<file path="config.mk">
export PLATFORM = sky130hd
export DESIGN_NAME = atm_session_ctrl_flat
export DESIGN_NICKNAME = d
export VERILOG_FILES = /design/src/rtl/atm_pkg.sv /design/src/rtl/atm_session_ctrl_if.sv /design/src/rtl/atm_acct_store.sv /design/src/rtl/atm_session_ctrl.sv /design/src/flat_wrapper.sv
export SDC_FILE = /design/constraint.sdc
export NUM_CORES = 1
export LEC_CHECK = 0
export CAP_MARGIN = 5
export CORE_MARGIN = 2
export CORE_UTILIZATION = 50
export DETAILED_ROUTE_END_ITERATION = 10
export GPL_ROUTABILITY_DRIVEN = 1
export PLACE_DENSITY_LB_ADDON = 0.3
export SLEW_MARGIN = 30
export SYNTH_ARGS = -nofsm -noshare
export SYNTH_HDL_FRONTEND = slang
export SYNTH_HIERARCHICAL = 1
export SYNTH_SLANG_ARGS = --single-unit
</file>
<file path="constraint.sdc">
create_clock -name clk -period 5 [get_ports clk]
set_input_delay 1 -clock clk [delete_from_list [all_inputs] [get_ports clk]]
set_output_delay 1 -clock clk [all_outputs]
set_load 0.02 [all_outputs]
</file>
<file path="src/rtl/atm_pkg.sv">
// Shared types for the ATM session controller: FSM states, command opcodes,
// response status codes and a small width helper.
package atm_pkg;

  typedef enum logic [2:0] {
    ST_IDLE,
    ST_LANG,
    ST_AUTH,
    ST_HOME,
    ST_EXEC,
    ST_RESP
  } state_t;

  typedef enum logic [2:0] {
    OP_WITHDRAW = 3'd0,
    OP_DEPOSIT  = 3'd1,
    OP_BALANCE  = 3'd2,
    OP_TRANSFER = 3'd3,
    OP_CHPIN    = 3'd4
  } op_t;

  typedef enum logic [2:0] {
    RS_OK           = 3'd0,
    RS_INSUFFICIENT = 3'd1,
    RS_OVERFLOW     = 3'd2,
    RS_BAD_DEST     = 3'd3,
    RS_BAD_OP       = 3'd4,
    RS_ZERO_AMT     = 3'd5
  } status_t;

  // Account-id width; a single-account build still gets a 1-bit id.
  function automatic int id_width(input int n);
    return (n > 1) ? $clog2(n) : 1;
  endfunction

endpackage

</file>
<file path="src/rtl/atm_session_ctrl_if.sv">
// Front-panel / keypad / display bundle of the ATM session controller.
// master = panel side driving requests, slave = the controller.
interface atm_session_ctrl_if
  import atm_pkg::*;
#(
  parameter int NUM_ACC = 4,
  parameter int PIN_W   = 4,
  parameter int BAL_W   = 8,
  parameter int AMT_W   = 6
);
  localparam int ID_W = id_width(NUM_ACC);

  logic              card_in;
  logic              lang_ok;
  logic              exit_req;
  logic              auth_valid;
  logic [ID_W-1:0]   acc_id;
  logic [PIN_W-1:0]  pin;
  logic              cmd_valid;
  logic              cmd_ready;
  logic [2:0]        cmd_op;
  logic [AMT_W-1:0]  cmd_amt;
  logic [ID_W-1:0]   cmd_dest;
  logic [PIN_W-1:0]  cmd_newpin;
  logic              rsp_valid;
  logic              rsp_ready;
  logic [2:0]        rsp_status;
  logic [BAL_W-1:0]  rsp_balance;
  logic              auth_ok;
  logic              auth_fail;
  logic              card_eject;
  logic              session_active;

  modport master (
    output card_in, lang_ok, exit_req, auth_valid, acc_id, pin,
           cmd_valid, cmd_op, cmd_amt, cmd_dest, cmd_newpin, rsp_ready,
    input  cmd_ready, rsp_valid, rsp_status, rsp_balance,
           auth_ok, auth_fail, card_eject, session_active
  );

  modport slave (
    input  card_in, lang_ok, exit_req, auth_valid, acc_id, pin,
           cmd_valid, cmd_op, cmd_amt, cmd_dest, cmd_newpin, rsp_ready,
    output cmd_ready, rsp_valid, rsp_status, rsp_balance,
           auth_ok, auth_fail, card_eject, session_active
  );

endinterface

</file>
<file path="src/rtl/atm_acct_store.sv">
// Account store: PIN, balance and lock flag per account. Reads are
// combinational; writes land on the clock edge. Two balance write ports let a
// transfer debit and credit in the same cycle.
module atm_acct_store #(
  parameter int NUM_ACC  = 4,
  parameter int PIN_W    = 4,
  parameter int BAL_W    = 8,
  parameter int INIT_BAL = 40,
  parameter int ID_W     = 2
) (
  input  logic             clk,
  input  logic             rst,
  input  logic [ID_W-1:0]  rd_addr_a,
  input  logic [ID_W-1:0]  rd_addr_b,
  output logic [PIN_W-1:0] rd_pin_a,
  output logic [BAL_W-1:0] rd_bal_a,
  output logic             rd_lock_a,
  output logic [BAL_W-1:0] rd_bal_b,
  input  logic [ID_W-1:0]  wr_addr_a,
  input  logic             bal_we_a,
  input  logic [BAL_W-1:0] bal_wd_a,
  input  logic [ID_W-1:0]  wr_addr_b,
  input  logic             bal_we_b,
  input  logic [BAL_W-1:0] bal_wd_b,
  input  logic             pin_we,
  input  logic [PIN_W-1:0] pin_wd,
  input  logic             lock_we,
  input  logic [ID_W-1:0]  lock_addr
);
  logic [PIN_W-1:0] pin_mem  [NUM_ACC];
  logic [BAL_W-1:0] bal_mem  [NUM_ACC];
  logic             lock_mem [NUM_ACC];

  assign rd_pin_a  = pin_mem[rd_addr_a];
  assign rd_bal_a  = bal_mem[rd_addr_a];
  assign rd_lock_a = lock_mem[rd_addr_a];
  assign rd_bal_b  = bal_mem[rd_addr_b];

  // Reset loads default PINs (pin k = k) and balances; writes apply on the edge.
  always_ff @(posedge clk) begin
    if (rst) begin
      for (int k = 0; k < NUM_ACC; k++) begin
        pin_mem[k]  <= PIN_W'(k);
        bal_mem[k]  <= BAL_W'(INIT_BAL);
        lock_mem[k] <= 1'b0;
      end
    end else begin
      if (bal_we_a) bal_mem[wr_addr_a] <= bal_wd_a;
      if (bal_we_b) bal_mem[wr_addr_b] <= bal_wd_b;
      if (pin_we)   pin_mem[wr_addr_a] <= pin_wd;
      if (lock_we)  lock_mem[lock_addr] <= 1'b1;
    end
  end

endmodule

</file>
<file path="src/rtl/atm_session_ctrl.sv">
// ATM session controller: card/language/PIN login with per-account lockout,
// then one command at a time through EXEC/RESP against the account store.
//
// state | meaning
// IDLE  | no card, waiting for card_in
// LANG  | card inserted, waiting for language choice
// AUTH  | waiting for account id + PIN
// HOME  | logged in, ready for a command, inactivity timer running
// EXEC  | evaluate latched command, store updates at end of cycle
// RESP  | hold response until rsp_ready
module atm_session_ctrl
  import atm_pkg::*;
#(
  parameter int NUM_ACC     = 4,
  parameter int PIN_W       = 4,
  parameter int BAL_W       = 8,
  parameter int AMT_W       = 6,
  parameter int MAX_TRIES   = 3,
  parameter int TIMEOUT_CYC = 1000,
  parameter int INIT_BAL    = 40
) (
  input logic               clk,
  input logic               rst,
  atm_session_ctrl_if.slave bus
);
  localparam int ID_W = id_width(NUM_ACC);
  localparam int FC_W = $clog2(MAX_TRIES + 1);
  localparam int TO_W = $clog2(TIMEOUT_CYC + 1);
  localparam logic [FC_W-1:0] FC_LAST = FC_W'(MAX_TRIES - 1);
  localparam logic [TO_W-1:0] TO_LAST = TO_W'(TIMEOUT_CYC - 1);

  state_t           state;
  logic [FC_W-1:0]  fail_cnt;
  logic [TO_W-1:0]  tcnt;
  logic [ID_W-1:0]  sess_acc, dest_q;
  logic [2:0]       op_q;
  logic [AMT_W-1:0] amt_q;
  logic [PIN_W-1:0] newpin_q;
  logic             exit_pend;
  logic             cmd_ready_q, rsp_valid_q, auth_ok_q, auth_fail_q;
  logic             card_eject_q, session_q;
  status_t          rsp_status_q;
  logic [BAL_W-1:0] rsp_balance_q;

  logic             exit_ev, acc_in, auth_match, lock_we;
  logic [ID_W-1:0]  rd_addr_a;
  logic [PIN_W-1:0] rd_pin_a;
  logic [BAL_W-1:0] rd_bal_a, rd_bal_b;
  logic             rd_lock_a;
  logic [31:0]      acc_ext, dest_ext;
  logic [BAL_W:0]   amt_x, src_sum, dst_sum;
  status_t          ev_status;
  logic [BAL_W-1:0] ev_src, ev_dst;
  logic             we_a, we_b, pin_we;

  // Pulling the card is handled exactly like pressing exit.
  assign exit_ev    = bus.exit_req || !bus.card_in;
  assign acc_ext    = 32'(bus.acc_id);
  assign dest_ext   = 32'(dest_q);
  assign acc_in     = acc_ext < 32'(NUM_ACC);
  assign rd_addr_a  = (state == ST_AUTH) ? bus.acc_id : sess_acc;
  assign auth_match = acc_in && !rd_lock_a && (rd_pin_a == bus.pin);
  assign lock_we    = (state == ST_AUTH) && bus.auth_valid && !exit_ev &&
                      !auth_match && acc_in && (fail_cnt == FC_LAST);
  assign amt_x      = (BAL_W+1)'(amt_q);
  assign src_sum    = {1'b0, rd_bal_a} + amt_x;
  assign dst_sum    = {1'b0, rd_bal_b} + amt_x;

  atm_acct_store #(
    .NUM_ACC(NUM_ACC), .PIN_W(PIN_W), .BAL_W(BAL_W),
    .INIT_BAL(INIT_BAL), .ID_W(ID_W)
  ) u_store (
    .clk       (clk),
    .rst       (rst),
    .rd_addr_a (rd_addr_a),
    .rd_addr_b (dest_q),
    .rd_pin_a  (rd_pin_a),
    .rd_bal_a  (rd_bal_a),
    .rd_lock_a (rd_lock_a),
    .rd_bal_b  (rd_bal_b),
    .wr_addr_a (sess_acc),
    .bal_we_a  (we_a && (state == ST_EXEC)),
    .bal_wd_a  (ev_src),
    .wr_addr_b (dest_q),
    .bal_we_b  (we_b && (state == ST_EXEC)),
    .bal_wd_b  (ev_dst),
    .pin_we    (pin_we && (state == ST_EXEC)),
    .pin_wd    (newpin_q),
    .lock_we   (lock_we),
    .lock_addr (bus.acc_id)
  );

  // Evaluate the latched command; any non-OK status leaves all write enables low.
  always_comb begin
    ev_status = RS_OK;
    ev_src    = rd_bal_a;
    ev_dst    = rd_bal_b;
    we_a      = 1'b0;
    we_b      = 1'b0;
    pin_we    = 1'b0;
    case (op_q)
      OP_WITHDRAW: begin
        if (amt_q == '0)                   ev_status = RS_ZERO_AMT;
        else if (amt_x > {1'b0, rd_bal_a}) ev_status = RS_INSUFFICIENT;
        else begin
          we_a   = 1'b1;
          ev_src = rd_bal_a - amt_x[BAL_W-1:0];
        end
      end
      OP_DEPOSIT: begin
        if (amt_q == '0)        ev_status = RS_ZERO_AMT;
        else if (src_sum[BAL_W]) ev_status = RS_OVERFLOW;
        else begin
          we_a   = 1'b1;
          ev_src = src_sum[BAL_W-1:0];
        end
      end
      OP_BALANCE: ev_status = RS_OK;
      OP_TRANSFER: begin
        if (dest_q == sess_acc || dest_ext >= 32'(NUM_ACC)) ev_status = RS_BAD_DEST;
        else if (amt_x > {1'b0, rd_bal_a})                  ev_status = RS_INSUFFICIENT;
        else if (dst_sum[BAL_W])                            ev_status = RS_OVERFLOW;
        else begin
          we_a   = 1'b1;
          we_b   = 1'b1;
          ev_src = rd_bal_a - amt_x[BAL_W-1:0];
          ev_dst = dst_sum[BAL_W-1:0];
        end
      end
      OP_CHPIN: pin_we = 1'b1;
      default:  ev_status = RS_BAD_OP;
    endcase
  end

  // Session FSM with registered level outputs and one-cycle pulses.
  always_ff @(posedge clk) begin
    if (rst) begin
      state         <= ST_IDLE;
      fail_cnt      <= '0;
      tcnt          <= '0;
      sess_acc      <= '0;
      dest_q        <= '0;
      op_q          <= '0;
      amt_q         <= '0;
      newpin_q      <= '0;
      exit_pend     <= 1'b0;
      cmd_ready_q   <= 1'b0;
      rsp_valid_q   <= 1'b0;
      auth_ok_q     <= 1'b0;
      auth_fail_q   <= 1'b0;
      card_eject_q  <= 1'b0;
      session_q     <= 1'b0;
      rsp_status_q  <= RS_OK;
      rsp_balance_q <= '0;
    end else begin
      auth_ok_q    <= 1'b0;
      auth_fail_q  <= 1'b0;
      card_eject_q <= 1'b0;
      case (state)
        ST_IDLE: begin
          if (bus.card_in) state <= ST_LANG;
        end
        ST_LANG: begin
          if (exit_ev) begin
            state        <= ST_IDLE;
            card_eject_q <= 1'b1;
          end else if (bus.lang_ok) begin
            state <= ST_AUTH;
          end
        end
        ST_AUTH: begin
          if (exit_ev) begin
            state        <= ST_IDLE;
            card_eject_q <= 1'b1;
            fail_cnt     <= '0;
          end else if (bus.auth_valid) begin
            if (auth_match) begin
              state       <= ST_HOME;
              sess_acc    <= bus.acc_id;
              fail_cnt    <= '0;
              tcnt        <= '0;
              auth_ok_q   <= 1'b1;
              cmd_ready_q <= 1'b1;
              session_q   <= 1'b1;
            end else begin
              auth_fail_q <= 1'b1;
              if (fail_cnt == FC_LAST) begin
                state        <= ST_IDLE;
                card_eject_q <= 1'b1;
                fail_cnt     <= '0;
              end else begin
                fail_cnt <= fail_cnt + 1'b1;
              end
            end
          end
        end
        ST_HOME: begin
          if (exit_ev || exit_pend || (!bus.cmd_valid && tcnt == TO_LAST)) begin
            state        <= ST_IDLE;
            card_eject_q <= 1'b1;
            cmd_ready_q  <= 1'b0;
            session_q    <= 1'b0;
            exit_pend    <= 1'b0;
            tcnt         <= '0;
          end else if (bus.cmd_valid) begin
            state       <= ST_EXEC;
            op_q        <= bus.cmd_op;
            amt_q       <= bus.cmd_amt;
            dest_q      <= bus.cmd_dest;
            newpin_q    <= bus.cmd_newpin;
            tcnt        <= '0;
            cmd_ready_q <= 1'b0;
          end else begin
            tcnt <= tcnt + 1'b1;
          end
        end
        ST_EXEC: begin
          if (exit_ev) exit_pend <= 1'b1;
          state         <= ST_RESP;
          rsp_valid_q   <= 1'b1;
          rsp_status_q  <= ev_status;
          rsp_balance_q <= we_a ? ev_src : rd_bal_a;
        end
        ST_RESP: begin
          if (exit_ev) exit_pend <= 1'b1;
          if (bus.rsp_ready) begin
            state       <= ST_HOME;
            rsp_valid_q <= 1'b0;
            cmd_ready_q <= 1'b1;
            tcnt        <= '0;
          end
        end
        default: state <= ST_IDLE;
      endcase
    end
  end

  assign bus.cmd_ready      = cmd_ready_q;
  assign bus.rsp_valid      = rsp_valid_q;
  assign bus.rsp_status     = rsp_status_q;
  assign bus.rsp_balance    = rsp_balance_q;
  assign bus.auth_ok        = auth_ok_q;
  assign bus.auth_fail      = auth_fail_q;
  assign bus.card_eject     = card_eject_q;
  assign bus.session_active = session_q;

endmodule

</file>
<file path="src/flat_wrapper.sv">
// flat-port wrapper written by rule: the top's interface ports become plain ports
module atm_session_ctrl_flat import atm_pkg::*;
#(
  parameter int NUM_ACC     = 4,
  parameter int PIN_W       = 4,
  parameter int BAL_W       = 8,
  parameter int AMT_W       = 6,
  parameter int MAX_TRIES   = 3,
  parameter int TIMEOUT_CYC = 1000,
  parameter int INIT_BAL    = 40
)
  (clk, rst, bus_card_in, bus_lang_ok, bus_exit_req, bus_auth_valid, bus_acc_id, bus_pin, bus_cmd_valid, bus_cmd_op, bus_cmd_amt, bus_cmd_dest, bus_cmd_newpin, bus_rsp_ready, bus_cmd_ready, bus_rsp_valid, bus_rsp_status, bus_rsp_balance, bus_auth_ok, bus_auth_fail, bus_card_eject, bus_session_active);
  atm_session_ctrl_if #(.NUM_ACC(NUM_ACC), .PIN_W(PIN_W), .BAL_W(BAL_W), .AMT_W(AMT_W)) bus_i ();
  input logic clk;
  input logic rst;
  input wire logic [$bits(bus_i.card_in)-1:0] bus_card_in;
  input wire logic [$bits(bus_i.lang_ok)-1:0] bus_lang_ok;
  input wire logic [$bits(bus_i.exit_req)-1:0] bus_exit_req;
  input wire logic [$bits(bus_i.auth_valid)-1:0] bus_auth_valid;
  input wire logic [$bits(bus_i.acc_id)-1:0] bus_acc_id;
  input wire logic [$bits(bus_i.pin)-1:0] bus_pin;
  input wire logic [$bits(bus_i.cmd_valid)-1:0] bus_cmd_valid;
  input wire logic [$bits(bus_i.cmd_op)-1:0] bus_cmd_op;
  input wire logic [$bits(bus_i.cmd_amt)-1:0] bus_cmd_amt;
  input wire logic [$bits(bus_i.cmd_dest)-1:0] bus_cmd_dest;
  input wire logic [$bits(bus_i.cmd_newpin)-1:0] bus_cmd_newpin;
  input wire logic [$bits(bus_i.rsp_ready)-1:0] bus_rsp_ready;
  output wire logic [$bits(bus_i.cmd_ready)-1:0] bus_cmd_ready;
  output wire logic [$bits(bus_i.rsp_valid)-1:0] bus_rsp_valid;
  output wire logic [$bits(bus_i.rsp_status)-1:0] bus_rsp_status;
  output wire logic [$bits(bus_i.rsp_balance)-1:0] bus_rsp_balance;
  output wire logic [$bits(bus_i.auth_ok)-1:0] bus_auth_ok;
  output wire logic [$bits(bus_i.auth_fail)-1:0] bus_auth_fail;
  output wire logic [$bits(bus_i.card_eject)-1:0] bus_card_eject;
  output wire logic [$bits(bus_i.session_active)-1:0] bus_session_active;
  assign bus_i.card_in = bus_card_in;
  assign bus_i.lang_ok = bus_lang_ok;
  assign bus_i.exit_req = bus_exit_req;
  assign bus_i.auth_valid = bus_auth_valid;
  assign bus_i.acc_id = bus_acc_id;
  assign bus_i.pin = bus_pin;
  assign bus_i.cmd_valid = bus_cmd_valid;
  assign bus_i.cmd_op = bus_cmd_op;
  assign bus_i.cmd_amt = bus_cmd_amt;
  assign bus_i.cmd_dest = bus_cmd_dest;
  assign bus_i.cmd_newpin = bus_cmd_newpin;
  assign bus_i.rsp_ready = bus_rsp_ready;
  assign bus_cmd_ready = bus_i.cmd_ready;
  assign bus_rsp_valid = bus_i.rsp_valid;
  assign bus_rsp_status = bus_i.rsp_status;
  assign bus_rsp_balance = bus_i.rsp_balance;
  assign bus_auth_ok = bus_i.auth_ok;
  assign bus_auth_fail = bus_i.auth_fail;
  assign bus_card_eject = bus_i.card_eject;
  assign bus_session_active = bus_i.session_active;
  atm_session_ctrl #(.NUM_ACC(NUM_ACC), .PIN_W(PIN_W), .BAL_W(BAL_W), .AMT_W(AMT_W), .MAX_TRIES(MAX_TRIES), .TIMEOUT_CYC(TIMEOUT_CYC), .INIT_BAL(INIT_BAL)) u_core (.clk(clk), .rst(rst), .bus(bus_i));
endmodule
</file>
==> run summary <==
The run finished with clean final reports. The final period utilization is 94.4%, and the iteration count of the initial detailed-routing pass is 5. The netlist uses 85 different library cells. The worst setup skew after layout was 12.1 ps; the sequential area share after synthesis was 39.8%. After floorplanning, the core was divided into 41 placement rows. The largest stage delay on the critical path works out to 440 ps. In this run the remaining antenna-violating nets after routing total 0. The post-synthesis instance area was 0.00644 mm2; the worst hold path depth was 2. The tools report the residual overflow from global routing as 0.

The width of the die works out to 118 um. The worst hold path class was flop to flop. 0 antenna diodes ended up in the layout.

At the pin with the least slew margin, the transition time is 927 ps. The register-to-register setup slack was 350 ps; the routed length per placed instance was 18.4 um. The routed wire length was 16200 um. For hold timing, the worst endpoint is u_core/bus.rsp_status[0]. Together, buffers and inverters on the worst path number 4.

Detailed placement finished with a half-perimeter wire length of 12400 um. CTS saw 102 sinks. The switching power share of the total was 27.1%. The clock network is responsible for 37.1% of the overall power.

The endpoint identified for the worst register-to-register timing path is u_core/u_store/bal_mem[1][1]. Entering global routing, the biggest net connects 42 pins. For this run, the total global-route usage over all layers was measured as 24.0%.

The slowest stage of the critical path belongs to the cell clkdlybuf4s50_1. The initial antenna violation count was 0. The worst-case headroom to the max-slew limit came out at 38.1%. The count of flip-flops with a built-in enable after synthesis works out to 52.

The proportion of register bits with asynchronous set or reset after synthesis is 0%. Clock tree synthesis inserted a total of 9 buffers. The synthesized design devotes to its leading area cell type 24.2% of total area. The mean post-synth cell area is 10.1 um2. The core region area is 0.0126 mm2.

The fraction of layout cells with a size suffix above 1 was 15.6%; the worst vdd rail ir drop was 0.205 mV. After detailed routing, the number of vias per cell comes to 6.04. The largest total area in the synthesized netlist belongs to edfxtp_1.

The tool flagged a number of max-cap violations equal to 0. The completed layout was analyzed and its total power is 2100 uW. The final hold violation count was 0. The number of register bits inferred by synthesis was 102; the combinational share of power was 17.9%. The count of buffers from port buffering was 45; the floorplan die height was 118 um.

The overall via count from detail_route was 5294; the top fanout value on the critical path was 8. The tools report the weighted congestion at the end of routability-driven global placement as 0.934. The analysis attributes to net switching a power of 569 uW.

The number of cells on the worst reg-to-reg path is 18. The internal portion of the total power is 1530 uW. Setup repair after global routing left no endpoint under its margin.

Walking the worst path, the cells encountered are clkdlybuf4s50_1, mux2_2, mux4_2, inv_1, ha_1, fa_1, and2b_1, o2111ai_1, and3_1, nor2_1, nand2_1, nor2_2, nor4bb_1, buf_4, a311o_1, buf_4. STA puts the critical path data arrival time at 4790 ps. Synthesis produced a netlist whose cell count is 635.

The worst setup path is captured at a flop. TritonCTS built the clock tree. The detailed router finished its first iteration with 412 violations. The die covers 0.0138 mm2.

At the end of the flow, the number of nets in the layout was 752. The insertion delay to the later sink of the worst-skew pair was 360 ps. For the number of global-route vias before repair, the log shows 5207. From synthesis to final layout, the design area changed by 17.4%. The library cell used most frequently in the layout, excluding fill and tap cells, is nor2_1. The startpoint identified for the worst register-to-register timing path is u_core/state[1]. The initial cell density of the core is 51.0%. After clock tree synthesis, the clock-pin slew on the worst setup and hold paths is 70 ps.

Start point of the critical path: bus_acc_id[0]. Post-layout worst setup margin: 282 ps. The max-slew violation count was 0. The cell chosen for the clock root is clkbuf_16. The most used flip-flop cell after synthesis is edfxtp_1.

CTS built an H-tree with a depth of 3. The required time reported for the critical path endpoint is 5070 ps. The library cells used most frequently in the layout, excluding fill and tap cells, are 66 x nor2_1, 55 x nand2_1, 52 x edfxtp_1, 50 x dfxtp_1, 44 x clkdlybuf4s50_1. The largest buffer count on any clock path came out at 2. The number of remaining DRC errors was 0. For this design the ratio of total power to cell area is 278 mW/mm2. For the finished layout, the period the worst path requires is 4720 ps. The post-placement setup slack was -64.6 ps; the wire length of the first global-routing pass was 26500 um. Synthesis produced a netlist with a net count of 687.

The number of warnings printed during yosys synthesis is 6. Sequential cells account for 45.0% of the total power. For the static power due to leakage, the log shows 0.00294 uW. Broken down by cell family, the worst path's largest delay share belongs to simple AND/OR/NAND/NOR gates.

Counting stages on the worst path, the most repeated cell is buf_4. In this run the most critical hold path is launched from u_core/bus.rsp_status[0]. Sorting the synthesized cells by area gives the leading types as edfxtp_1 24%, dfxtp_1 16%, mux4_2 7.3%.

Setup violations remaining at the end of the flow were counted as 0. 46 I/O pins were placed. The startpoint-to-endpoint class of the critical path is input pin to flop.

For this design, the CTS-stage hold fixing added 0 buffers. Static timing analysis puts the maximum clock frequency at 0.212 GHz. STA classifies the critical path startpoint as an input pin.
## power groups by stage
stage	combinational [uW]	sequential (uW)	clock [uW]
final	375	946	781
after global routing	406	950	826
after CTS	374	947	797
after detailed placement	373	966	0
after global placement	364	963	0
after floorplan	207	987	0
## cells in the mapped netlist, drive strengths merged (5+ instances only)
cell / number
a21o: 6
a21oi: 29
a22o: 18
a22oi: 9
and2: 14
and3: 12
buf: 18
clkbuf: 10
dfxtp: 50
edfxtp: 52
ha: 20
inv: 29
mux2: 7
mux2i: 19
mux4: 21
nand2: 58
nand2b: 11
nand3: 12
nand4: 5
nor2: 67
nor2b: 12
nor3: 16
nor4: 8
o21a: 6
o21ai: 33
xnor2: 14
xor2: 10
## through the flow
stage / util, % / hold slack, ps / TNS [ps] / cell area [um2] / cells
4_1_cts: 59.9 / 465 / 0 / 7560 / 877
3_5_place_dp: 57.3 / 456 / -838 / 7230 / 861
3_3_place_gp: 57.3 / 447 / 0 / 7230 / 861
5_1_grt: 59.9 / 496 / 0 / 7560 / 877
6_report: 59.9 / 462 / 0 / 7560 / 877
2_1_floorplan: - / 441 / 0 / 6440 / 635
## repair_timing
item,in CTS,in global routing
buffers inserted,0,0
resized for setup,0,1
hold endpoints to repair,0,0
setup endpoints to repair,0,20
## routing by layer
metal,vias to the layer above,wire length (um),GRT usage [%],part of all wire [%]
li1,2489,-,-,-
met1,2545,6810,31.5,42
met2,222,7840,38.9,48
met3,38,1130,5.14,7.0
met4,0,387,9.26,2.4
met5,-,0,0,0
## final cells by class
class,instances,area [um2]
multi-input cells,476,3620
clock inverters,6,100
clock buffers,10,229
inverters,29,109
well taps,172,215
repair buffers,82,723
flip-flops and latches,102,2560
fillers,1058,5060
## sequential cells by signal (all words and copies together), names as in the netlist, 4 cells and up
name and flops:
u_core/tcnt 10, u_core/u_store/pin_mem 16, u_core/newpin_q 4, u_core/u_store/bal_mem 32, u_core/u_store/lock_mem 4, u_core/amt_q 6, u_core/bus.rsp_balance 8
## worst max path at each step
stage / endpoint / slack [ps] / cells after the start
floorplan: u_core/u_store/bal_mem[1][0] / 150 / 20
global route: u_core/u_store/bal_mem[2][0] / 20 / 16
global placement: u_core/u_store/bal_mem[2][1] / 40 / 16
finish: u_core/u_store/bal_mem[1][1] / 280 / 16
CTS: u_core/u_store/bal_mem[1][1] / 270 / 16
detailed placement: u_core/u_store/bal_mem[1][2] / -60 / 16
## tightest hold or removal path, stage by stage (launching register included)
cell	delay [ps]
dfxtp_1	310
nand2_1	50
a21oi_1	50
## kinds of logic after synthesis
family,after synthesis,share of synthesized area [%]
AND/OR/NAND/NOR,237,19.8
AO/OA/AOI/OAI,145,16.8
flip-flops,102,39.8
buffers and inverters,57,4.06
multiplexers,47,11.5
XOR/XNOR,24,3.26
adder cells (fa/ha/maj),23,4.82
(Power assumes the default switching activity.)
